$ cat src/rtl/serial_subtractor.sv
// Bit-serial subtractor: Diff = A - B, LSB first, one bit per clock, start/busy/done handshake.
// Optional macro SUB_OVERFLOW_EN adds output V (signed overflow of A - B).
module serial_subtractor #(
  parameter int WIDTH = 8
) (
  input  logic             clk,
  input  logic             rst,
  input  logic             start,
  input  logic [WIDTH-1:0] A,
  input  logic [WIDTH-1:0] B,
  output logic             busy,
  output logic             done,
  output logic [WIDTH-1:0] Diff,
  output logic             Bout,
`ifdef SUB_OVERFLOW_EN
  output logic             V,
`endif
  output logic [1:0]       state_dbg
);

  localparam int CW = (WIDTH > 2) ? $clog2(WIDTH) : 1;
  localparam logic [CW-1:0] LAST_CNT = CW'(WIDTH - 1);

  typedef enum logic [1:0] {
    IDLE = 2'd0,
    RUN  = 2'd1,
    DONE = 2'd2
  } state_t;

  state_t          state_q, state_d;
  logic [WIDTH-1:0] a_sr, b_sr, res_sr;
  logic             borrow_q;
  logic [CW-1:0]    cnt_q;
  logic             a_msb_q, b_msb_q;

  // Handshake: a request is accepted only when start=1 in IDLE or DONE;
  // busy marks RUN, done is a one-cycle pulse in DONE; they never overlap.
  logic accept, last_bit;
  logic a_bit, b_bit, d_bit, borrow_d;

  always_comb begin
    accept   = 1'b0;
    last_bit = 1'b0;
    state_d  = state_q;
    case (state_q)
      IDLE: begin
        if (start) begin
          accept  = 1'b1;
          state_d = RUN;
        end
      end
      RUN: begin
        if (cnt_q == LAST_CNT) begin
          last_bit = 1'b1;
          state_d  = DONE;
        end
      end
      DONE: begin
        if (start) begin
          accept  = 1'b1;
          state_d = RUN;
        end else begin
          state_d = IDLE;
        end
      end
      default: state_d = IDLE;
    endcase
  end

  always_ff @(posedge clk) begin
    if (rst) state_q <= IDLE;
    else     state_q <= state_d;
  end

  // Full subtractor on the current LSBs plus the stored borrow.
  always_comb begin
    a_bit    = a_sr[0];
    b_bit    = b_sr[0];
    d_bit    = a_bit ^ b_bit ^ borrow_q;
    borrow_d = (~a_bit & b_bit) | (~(a_bit ^ b_bit) & borrow_q);
  end

  always_ff @(posedge clk) begin
    if (rst) begin
      a_sr     <= '0;
      b_sr     <= '0;
      res_sr   <= '0;
      borrow_q <= 1'b0;
      cnt_q    <= '0;
      a_msb_q  <= 1'b0;
      b_msb_q  <= 1'b0;
    end else if (accept) begin
      a_sr     <= A;
      b_sr     <= B;
      borrow_q <= 1'b0;
      cnt_q    <= '0;
      a_msb_q  <= A[WIDTH-1];
      b_msb_q  <= B[WIDTH-1];
    end else if (state_q == RUN) begin
      a_sr     <= a_sr >> 1;
      b_sr     <= b_sr >> 1;
      res_sr   <= {d_bit, res_sr[WIDTH-1:1]};
      borrow_q <= borrow_d;
      cnt_q    <= cnt_q + 1'b1;
    end
  end

  // Visible result only moves on the final RUN edge, so it holds across a new run.
  always_ff @(posedge clk) begin
    if (rst) begin
      Diff <= '0;
      Bout <= 1'b0;
    end else if (last_bit) begin
      Diff <= {d_bit, res_sr[WIDTH-1:1]};
      Bout <= borrow_d;
    end
  end

`ifdef SUB_OVERFLOW_EN
  always_ff @(posedge clk) begin
    if (rst)           V <= 1'b0;
    else if (last_bit) V <= (a_msb_q ^ b_msb_q) & (d_bit ^ a_msb_q);
  end
`endif

  assign busy      = (state_q == RUN);
  assign done      = (state_q == DONE);
  assign state_dbg = state_q;

endmodule

$ cat config.mk
export PLATFORM = sky130hd
export DESIGN_NAME = serial_subtractor
export DESIGN_NICKNAME = d
export VERILOG_FILES = /design/src/rtl/serial_subtractor.sv
export SDC_FILE = /design/constraint.sdc
export NUM_CORES = 1
export LEC_CHECK = 0
export BUFFER_PORTS_ARGS = -buffer_cell sky130_fd_sc_hd__buf_4
export CORE_MARGIN = 4
export CORE_UTILIZATION = 48
export CTS_CLUSTER_DIAMETER = 100
export CTS_CLUSTER_SIZE = 24
export DETAILED_ROUTE_END_ITERATION = 8
export PLACE_DENSITY = 0.83
export SLEW_MARGIN = 5
export SYNTH_ARGS = -nofsm -noshare
export SYNTH_HDL_FRONTEND = slang
export SYNTH_SLANG_ARGS = --single-unit
$ cat constraint.sdc
create_clock -name clk -period 1.2 [get_ports clk]
set_input_delay 0.18 -clock clk [delete_from_list [all_inputs] [get_ports clk]]
set_output_delay 0.18 -clock clk [all_outputs]
set_load 0.05 [all_outputs]
Yosys cells after proc, flatten, opt, wreduce, memory -nomap -nowiden:

Cells that the tools add are included.

* bits in registers: 39
* output and inout bits: 13

* add/sub/neg operators: 1
* eq/ne operators: 5
* multiplexer cells: 12
* bitwise operators: 8
* reductions and logical operators: 6

Operator list (number)
* $mux W8: 4
* $pmux W2 S3: 1
* $mux W1: 5
* $mux W2: 2
* $reduce_and A2 Y1: 2
* $reduce_or A2 Y1: 2
* $add A3 B1 Y3 const B: 1
* $eq A3 B3 Y1 const B: 1
* $not A1 Y1: 3
* $and A1 B1 Y1: 2
* $eq A2 B1 Y1 const B: 1
* $eq A2 B2 Y1 const B: 1
* $logic_not A2 Y1: 1
* $ne A2 B1 Y1 const B: 1
* $ne A2 B2 Y1 const B: 1
* $reduce_bool A2 Y1: 1
* $xor A1 B1 Y1: 2
* $or A1 B1 Y1: 1

Depth between registers and ports, before layout:

* depth after elaboration: 5
* mapped depth: 6
* gate-level depth less buffers: 5

Least setup slack after synthesis:

Ideal clock, no wire load.

* kind: reg-to-output
* start point: register state_q[1], in the netlist state_dbg[1]
* end point: output done
* arrival: 1.413 ns
* setup slack: -0.393 ns
* stages on the path, launching flop included: 2
* buffers on the path: 0
* path through: dfxtp_1 nor2b_1

* cells in the longest elaborated chain, start to end: 1

Ends and longest elaborated chain
* start: declaration: RTL line 30 `state_t state_q, state_d;`
* start signal: assignment: RTL line 72 `else state_q <= state_d;`
* $eq A2 B2 Y1: RTL line 127 `assign done = (state_q == DONE);`
* end: declaration: RTL line 12 `output logic done,`

No other way between the ends.

Worst setup path after layout:

* start point: register state_q[1], in the netlist state_dbg[1]
* end point: register a_sr[1]

* cells in the longest elaborated chain, start to end: 4
* elaborated cells between the ends (all ways): 7
* those cells by class: eq/ne (2); mux (2); reduce/logical (3)

Ends and longest elaborated chain
* $eq A2 B2 Y1 or $logic_not A2 Y1 (tied branches): RTL line 45 `case (state_q)`
* $reduce_or A2 Y1 (no source line)
* $mux W1
* $mux W8 or $reduce_bool A2 Y1 (tied branches)
* end signal: assignment: RTL line 100 `a_sr <= a_sr >> 1;`
* end: declaration: RTL line 31 `logic [WIDTH-1:0] a_sr, b_sr, res_sr;`

Several ways; a longest one is shown, not always the timed one.
A chain may end at the register's enable or synchronous reset.

==> impl_metrics.yaml <==
layout:
  area_growth_pct: 39.7
  antenna_cells: 0
  final_nets: 231
  final_cells: 254
  n_fill_cell: 236
  drive_gt1_share_pct: 49.0
placement:
  gp_congestion: 0.767
  dp_cells: 240
  io_buffers: 31
  dp_hpwl_um: 2160
sta:
  hold_slack_ns: 0.0810
  skew_ns: 0.0143
  tns_ns: -0.517
  setup_violations: 17
  min_period_ns: 1.30
  max-slew-margin-rel_pct: 68.5
  period_share_pct: 108
  setup_slack_ns: -0.102
  rsz0062_at_grt: "yes"
  finalHoldViolCount: 0
  slew_viol_final: 0
  fmax_mhz: 768
  worstMarginPinSlew_ns: 0.472
synth:
  syn-cell-area_um2: 1540
  synth_top_family_by_area: "simple AND/OR/NAND/NOR gates"
  synth_area_leaders: "dfxtp_1 (50%), nand2_1 (7.6%), a21oi_1 (6.2%), nor3_1 (4.9%), nand3_1 (3.6%)"
  seq_area_frac_synth_pct: 49.5
  synthMuxAreaShare_pct: 1.95
  synth_most_common_cell: "dfxtp_1"
  synth_compound_area_share_pct: 15.3
  ys_dominant_reg_cell: "dfxtp_1"
  yosys.area_share.simple_pct: 21.8
  async_reset_ff_share_pct: 0
  synth-edff-count: 0
  synth_nets: 194
  synth_xor_xnor_area_share_pct: 0.570
  yosys.area.top_type_share_pct: 49.5
  yosys_warnings: 0
  synthAdderAreaFrac_pct: 2.93
  yosysUniqueCellTypes: 26
  synthCells: 172
  yosys_register_bits: 38
  postSynthAreaPerCell_um2: 8.93
  yosysTopAreaCell: "dfxtp_1"
  yosys-top-cells-count: "dfxtp_1 (38), nand2_1 (31), a21oi_1 (19), nor3_1 (15), nand3_1 (11)"
global_route:
  overflow: 0
  grt_use_total_pct: 17.6
  grt_pass1_wl_um: 5690
  grt_pass1_vias: 1242
  antenna_found_initial: 0
  grt_max_degree: 39
run:
  max_cap_violations: 0
power:
  power_w: 0.00246
  power_per_cell_area_nw_per_um2: 1150
  p_int_w: 0.00176
  p_sw_w: 0.000704
  swShare_pct: 28.6
  p_leak_nw: 0.784
  ir_drop_uv: 726
  seq_power_share_pct: 55.6
  clkPwrFrac_pct: 25.3
  p_comb_share_pct: 19.1
clocking:
  clockBufferDepth: 2
  cts_hold_buf: 0
  clkSinkCount: 38
  h-tree-depth: 2
  cts_tree: "yes"
  cts_buffers: 5
  root_buffer: "clkbuf_4"
  clk_latency_ns: 0.35
  clk_pin_slew_ns: 0.12
route:
  postRouteAntennaNets: 0
  vias_per_cell: 5.56
  first_iter_violations: 171
  post-route-drc-count: 0
  wl_um: 3950
  wire_per_inst_um: 15.5
  drt_pass1_iterations: 4
  routed-via-count: 1413
floorplan:
  io_pins: 32
  rows: 20
  start_util_pct: 50.3
  dieHeight_um: 64.6
  core-area_um2: 3050
  fp.dieW_um: 64.6
  die_area_um2: 4170
status:
  status: "finished, violations left"
  violations: "setup timing"
worst_setup_path:
  cp-end-kind: "flop"
  startpoint: "state_dbg[1]"
  critPathLaunchType: "flop"
  critPathKind: "flop to flop"
  crit_required_ns: 1.44
  critPathMaxFanout: 10
  timing.rr.start: "state_dbg[1]"
  arrival_ns: 1.54
min_path:
  min_path_type: "input pin to flop"
  hp-start: "A[7]"
-- cell usage in the layout (no fill, tap or decap), drive strengths merged, types with 4 or more instances in the layout --
cell type  count
nand2         31
o22ai          8
dfxtp         38
nor3          18
clkbuf         6
a311oi         6
nand3         11
a21oi         19
buf           44
inv            4
nor2           7
-- timing repair --
action / in CTS / in global routing
buffers inserted: 5 / 0
hold endpoints to repair: 0 / 0
setup endpoints to repair: 12 / 32
pin swaps: 5 / 18
gates resized for setup: 13 / 44
gates cloned: 1 / 0
-- power groups by stage --
stage | registers (W) | logic [W] | clock network (W)
floorplan | 0.00139 | 0.000260 | 0
global placement | 0.00138 | 0.000345 | 0
detailed placement | 0.00139 | 0.000350 | 0
CTS | 0.00136 | 0.000399 | 0.000639
global route | 0.00138 | 0.000505 | 0.000683
finish | 0.00137 | 0.000471 | 0.000623
-- logic make-up (layout without fill, tap and decap cells) --
logic type / after synthesis / after routing
flops: 38 / 38
simple gates: 72 / 72
fa+ha+maj: 3 / 3
compound gates: 37 / 37
xor+xnor: 1 / 1
buf+inv: 18 / 56
mux: 3 / 3
-- area by class of cell --
type | count | area [um2] | area share [%]
Multi-Input combinational cell | 116 | 851 | 39.7
Clock buffer | 6 | 41.3 | 1.92
Timing Repair Buffer | 44 | 378 | 17.6
Inverter | 3 | 23.8 | 1.11
Clock inverter | 2 | 10.0 | 0.466
Timing Repair inverter | 1 | 11.3 | 0.525
Tap cell | 44 | 55.1 | 2.57
Sequential cell | 38 | 776 | 36.2
-- per-layer routing --
| layer | global-route usage, % | share of wire (%) | up-vias |
|---|---|---|---|
| li1 | - | - | 680 |
| met1 | 22.5 | 43 | 682 |
| met2 | 27.7 | 51 | 42 |
| met3 | 3.99 | 4.6 | 9 |
| met4 | 8.97 | 2.2 | 0 |
| met5 | 0 | 0 | - |
-- critical path, cell delays in order (launching register included) --
cell and delay (ns):
dfxtp_4 0.37, nand2b_4 0.18, inv_12 0.08, buf_4 0.18, nand2_1 0.08, a311oi_1 0.29
-- path summary, 6_finish.rpt --
kind              endpoint  slack (ns)  depth (start not counted)
hold / removal     a_sr[7]        0.08                          3
setup reg to reg   a_sr[1]       -0.10                          5
setup / recovery   a_sr[1]       -0.10                          5
hold reg to reg    Diff[3]        0.47                          2
-- per-stage QoR --
stage	utilization (%)	instance area, um2	worst slack, ns
finish	70.3	2150	-0.102
global route	70.3	2150	-0.125
CTS	64.4	1970	-0.0896
detailed placement	59.7	1820	-0.0558
global placement	59.7	1820	0.0355
floorplan	-	1570	-0.0416
-- sequential cells by signal, indices dropped and copies added (netlist names) --
name	count
Diff	8
borrow_q	1
res_sr	7
state_dbg	2
a_sr	8
Bout	1
cnt_q	3
b_sr	8
Power figures use the tool's default switching activity.
